## src/rtl/mul_qf_b_pkg.sv

```systemverilog
// Shared types and default widths for the Q.F shift-add multiplier.
// Default widths match the companion Q.F divider.
package mul_qf_b_pkg;

    localparam int unsigned DefMA = 8;
    localparam int unsigned DefMB = 8;

    typedef enum logic [1:0] {
        StIdle,
        StRun,
        StRound
    } state_e;

endpackage

```

## src/rtl/qf_shift_add_dp.sv

```systemverilog
// Shift-add datapath for mul_qf_b: holds acc/mcand/cnt and the add-then-shift-right adder.
// prod is the next accumulator value, or the settled accumulator when sel is high.
module qf_shift_add_dp
    import mul_qf_b_pkg::*;
#(
    parameter int unsigned M_A = DefMA,
    parameter int unsigned M_B = DefMB
) (
    input  logic                   clk,
    input  logic                   rst,
    input  logic                   load,
    input  logic                   step,
    input  logic                   sel,
    input  logic [M_A-1:0]         Q,
    input  logic [M_B-1:0]         F,
    input  logic [M_B-1:0]         B,
    output logic                   last,
    output logic [M_A+2*M_B-1:0]   prod
);

    localparam int unsigned N    = M_A + M_B;
    localparam int unsigned W    = N + M_B;
    localparam int unsigned CntW = $clog2(N);

    logic [W-1:0]    acc_q, acc_next;
    logic [N-1:0]    mcand_q;
    logic [M_B-1:0]  mult_q;
    logic [CntW-1:0] cnt_q;
    logic [M_B:0]    sum;

    // Add the multiplier into the top M_B bits, keep the carry, then shift right by one.
    always_comb begin
        sum      = {1'b0, acc_q[W-1:N]} + {1'b0, mult_q & {M_B{mcand_q[0]}}};
        acc_next = {sum, acc_q[N-1:1]};
        prod     = sel ? acc_q : acc_next;
        last     = (cnt_q == CntW'(N - 1));
    end

    always_ff @(posedge clk) begin
        if (rst) begin
            acc_q   <= '0;
            mcand_q <= '0;
            mult_q  <= '0;
            cnt_q   <= '0;
        end else if (load) begin
            acc_q   <= '0;
            mcand_q <= {Q, F};
            mult_q  <= B;
            cnt_q   <= '0;
        end else if (step) begin
            acc_q   <= acc_next;
            mcand_q <= mcand_q >> 1;
            cnt_q   <= cnt_q + 1'b1;
        end
    end

endmodule

```

## src/rtl/mul_qf_b.sv

```systemverilog
// Sequential Q.F * B multiplier, one multiplicand bit per clock, st/ok_mul pulse handshake.
// Optional MUL_QF_ROUND_EN adds a one-cycle ROUND state (round half up on A_rec).
module mul_qf_b
    import mul_qf_b_pkg::*;
#(
    parameter int unsigned M_A = DefMA,
    parameter int unsigned M_B = DefMB
) (
    input  logic                 clk,
    input  logic                 rst,
    input  logic                 st,
    input  logic [M_A-1:0]       Q,
    input  logic [M_B-1:0]       F,
    input  logic [M_B-1:0]       B,
    output logic [M_A+M_B-1:0]   A_rec,
    output logic [M_B-1:0]       R,
    output logic                 ovf,
    output logic                 busy,
    output logic                 ok_mul
);

    localparam int unsigned N = M_A + M_B;

    state_e            state_q, state_d;
    logic              load, step, sel, last, fin;
    logic [N+M_B-1:0]  prod;
    logic [N-1:0]      trunc, a_rec_d, a_rec_q;
    logic [M_B-1:0]    frac, r_q;
    logic              ovf_q, ok_q;

    qf_shift_add_dp #(
        .M_A (M_A),
        .M_B (M_B)
    ) u_dp (
        .clk  (clk),
        .rst  (rst),
        .load (load),
        .step (step),
        .sel  (sel),
        .Q    (Q),
        .F    (F),
        .B    (B),
        .last (last),
        .prod (prod)
    );

    // A new st always wins over the current state; a completion on the same edge still reports.
    always_comb begin
        state_d = state_q;
        load    = 1'b0;
        step    = 1'b0;
        fin     = 1'b0;
        case (state_q)
            StIdle: begin
                if (st) begin
                    load    = 1'b1;
                    state_d = StRun;
                end
            end
            StRun: begin
                step = 1'b1;
                if (last) begin
`ifdef MUL_QF_ROUND_EN
                    state_d = StRound;
`else
                    fin     = 1'b1;
                    state_d = StIdle;
`endif
                end
                if (st) begin
                    load    = 1'b1;
                    state_d = StRun;
                end
            end
            StRound: begin
                fin     = 1'b1;
                state_d = StIdle;
                if (st) begin
                    load    = 1'b1;
                    state_d = StRun;
                end
            end
            default: state_d = StIdle;
        endcase
    end

    always_comb begin
        sel   = (state_q == StRound);
        trunc = prod[N+M_B-1:M_B];
        frac  = prod[M_B-1:0];
`ifdef MUL_QF_ROUND_EN
        a_rec_d = trunc + {{(N-1){1'b0}}, frac[M_B-1]};
`else
        a_rec_d = trunc;
`endif
    end

    always_ff @(posedge clk) begin
        if (rst) begin
            state_q <= StIdle;
            a_rec_q <= '0;
            r_q     <= '0;
            ovf_q   <= 1'b0;
            ok_q    <= 1'b0;
        end else begin
            state_q <= state_d;
            ok_q    <= fin;
            if (fin) begin
                a_rec_q <= a_rec_d;
                r_q     <= frac;
                ovf_q   <= |a_rec_d[N-1:M_A];
            end
        end
    end

    assign A_rec  = a_rec_q;
    assign R      = r_q;
    assign ovf    = ovf_q;
    assign ok_mul = ok_q;
    assign busy   = (state_q != StIdle);

endmodule

```

## config.mk

```make
export PLATFORM = sky130hd
export DESIGN_NAME = mul_qf_b
export DESIGN_NICKNAME = d
export VERILOG_FILES = /design/src/rtl/mul_qf_b_pkg.sv /design/src/rtl/qf_shift_add_dp.sv /design/src/rtl/mul_qf_b.sv
export SDC_FILE = /design/constraint.sdc
export NUM_CORES = 1
export LEC_CHECK = 0
export ABC_CLOCK_PERIOD_IN_PS = 3600
export CAP_MARGIN = 0
export CORE_MARGIN = 2
export CORE_UTILIZATION = 39
export DETAILED_ROUTE_END_ITERATION = 6
export MAX_ROUTING_LAYER = met4
export SYNTH_ARGS = -nofsm -noshare
export SYNTH_HDL_FRONTEND = slang
export SYNTH_SLANG_ARGS = --single-unit
```

## constraint.sdc

```tcl
create_clock -name clk -period 3.6 [get_ports clk]
set_input_delay 1.08 -clock clk [delete_from_list [all_inputs] [get_ports clk]]
set_output_delay 1.08 -clock clk [all_outputs]
set_load 0.05 [all_outputs]
```

==> results.yml <==
clock_network:
  postCtsSetupBuffers: 0
  clkSlewWorstSetupHoldPaths_ns: 0.08
  cts_tree: "yes"
  cts_num_sinks: 78
  cts_resized: 0
  clockRootBuffer: "clkbuf_8"
  clk_latency_ns: 0.35
  cts_hold_buf: 0
  ctsHtreeMaxLevel: 3
  numCtsBuffers: 9
  clock_path_buffers: 2
min_path:
  min_path_type: "reg -> reg"
  hold_start: "A_rec[6]"
critical_path:
  arrival_ns: 1.52
  cpLargestDelayFamily: "buffers and inverters"
  worst-setup-path-type: "reg -> out"
  worstPathCellList: "clkdlybuf4s50_1"
  path_max_fanout: 2
  end_kind: "primary output"
  rr_startpoint: "u_dp.mcand_q[0]"
  startpoint_type: "flip-flop"
  slowest_delay_ns: 0.81
  critPathBufInv: 1
  crit_required_ns: 2.52
  critPathLaunch: "A_rec[8]"
  cp_slowest_cell: "clkdlybuf4s50_1"
route:
  wl_per_cell_um: 12.16
  viasPerCell: 4.966
  wl_um: 6459
  final_antenna_net_count: 0
  drtIter0Drc: 105
  dr.pass1.iters: 4
  via_count: 2637
  post-route-drc-count: 0
placement:
  place_area_um2: 3910
  place_inst: 515
  place_hpwl_um: 4364
  io_buffers: 53
  place.gp.congestion: 0.8356
cells_and_area:
  num_antenna_cells: 0
  nFillCells: 804
  drive_gt1_share_pct: 7.042
  syn2layout_area_growth_pct: 23.25
  fin_cells: 531
  finalNetCount: 458
  mostFrequentLayoutCells: "83 x nor2_1, 77 x dfxtp_1, 52 x clkdlybuf4s50_1"
  final_common_cell: "nor2_1"
  final_util_pct: 49.81
  fin_area_um2: 4093
sta:
  rsz0062_at_grt: "false"
  drv_slew: 0
  timing.final.crit_share_pct: 72.11
  max_freq_mhz: 385.2
  clock-skew-final_ns: 0.009069
  fin_crit_ns: 2.596
  setup-tns-final_ns: 0
  hold_viol_final: 0
  worstMarginPinSlew_ns: 0.8858
  setup_violations: 0
  slew_headroom_pct: 40.94
yosys:
  ys_seq_area_share_pct: 47.02
  synthCells: 376
  yosys.area_share.simple_pct: 17.52
  synth-seq-cells: 78
  netlist_area_um2: 3321
  syn_area_per_cell_um2: 8.832
  synth.area.top_cells: "dfxtp_1 47%, mux2i_1 14%, nor2_1 9.4%"
  synthMuxAreaShare_pct: 13.56
  synth_xor_area_share_pct: 1.319
  yosysTopAreaCellShare_pct: 47.02
  synth_nets: 413
  ys_warn_count: 0
  synth_top_family_by_area: "simple AND/OR/NAND/NOR gates"
  synthDistinctLibCells: 38
  synth_ff_type: "dfxtp_1"
  synth_fa_ha_area_share_pct: 3.994
  synth-async-reset-ratio_pct: 0
  synth_compound_area_share_pct: 13.15
  synth_top_area_cell: "dfxtp_1"
  synth_edf_count: 0
floorplanning:
  rows: 33
  fp.dieW_um: 96.28
  start_util_pct: 40.41
  core_um2: 8217
  dieArea_um2: 9269
  die_h_um: 96.28
  ios: 54
global_routing:
  grt_max_degree: 49
  grt_usage_pct: 15.00
  overflow: 0
  grt_pass1_wl_um: 10470
  grt_antenna_before_repair: 0
  grt_pass1_vias: 2331
pwr:
  max-vdd-ir-drop_mv: 0.1566
  p_leak_nw: 1.567
  p_per_area_nw_per_um2: 395.8
status:
  status: "completed"
run:
  drv_cap: 0
[worst reg2reg max path: stages, from the launching register on]
cell	delay (ns)
dfxtp_1	0.37
and2_1	0.16
ha_1	0.24
fa_1	0.44
a21o_1	0.23
a41oi_2	0.23
a22oi_1	0.14
nor4_1	0.31
a31oi_1	0.12
[sequential cells by signal, indices dropped and copies added, names as in the netlist]
name / flops
u_dp.acc_q: 23
A_rec: 16
u_dp.mcand_q: 16
R: 8
u_dp.mult_q: 8
u_dp.cnt_q: 4
ok_mul: 1
ovf: 1
state_q: 1
[layer usage]
layer	part of all wire (%)	vias up	wire, um	global-route usage, %
met5	0	-	0	-
met4	1.7	0	112	7.143
li1	-	1361	-	-
met3	4.7	10	302	3.289
met1	51	1206	3277	18.89
met2	43	60	2767	22.80
[final timing paths]
path	slack (ns)	end	cells past startpoint
min reg2reg	0.45	A_rec[6]	2
max	1.00	A_rec[8]	1
max reg2reg	1.25	ovf	8
min	0.45	A_rec[6]	2
[cell usage after synthesis, drive strengths merged (2+ instances only)]
cell type,count
buf,13
inv,2
a211oi,9
ha,9
dfxtp,78
a21o,3
mux2i,45
a22oi,3
a21oi,41
xor2,3
nor2,83
o21ai,5
o21a,2
nand2,43
nand4,2
clkbuf,11
and2,8
xnor2,2
[cell type report]
type	count	area [um2]	share of cell area, %
timing repair buffer	58	563.0	13.76
clock buffer	9	123.9	3.027
sequential	78	1563	38.18
clock inverter	7	58.81	1.437
multi-input combinational	272	1645	40.20
tap	105	131.4	3.210
inverter	2	7.507	0.1834
[where the power goes]
| part | total [mW] | internal [mW] | leakage (nW) | switching, mW |
|---|---|---|---|---|
| combinational | 0.134 | 0.0662 | 0.847 | 0.0678 |
| sequential | 0.891 | 0.881 | 0.634 | 0.0104 |
| clock | 0.595 | 0.258 | 0.0864 | 0.337 |
[cell families (layout without fill, tap and decap cells)]
| group | count (synthesis) | in the layout |
|---|---|---|
| compound gates | 69 | 69 |
| mux | 45 | 45 |
| simple gates | 143 | 143 |
| xor+xnor | 5 | 5 |
| fa+ha+maj | 10 | 10 |
| flops | 78 | 78 |
| buf+inv | 26 | 76 |
[metrics by stage]
stage                     power (mW)  hold WS [ns]  setup WS [ns]
after global routing           1.688        0.4731         0.9409
after floorplan               0.9999        0.4313          1.470
after detailed placement       1.046        0.4459          1.174
after CTS                      1.644        0.4585         0.9790
final                          1.620        0.4547          1.004
after global placement         1.045        0.4420          1.213
Power figures use the tool's default switching activity.
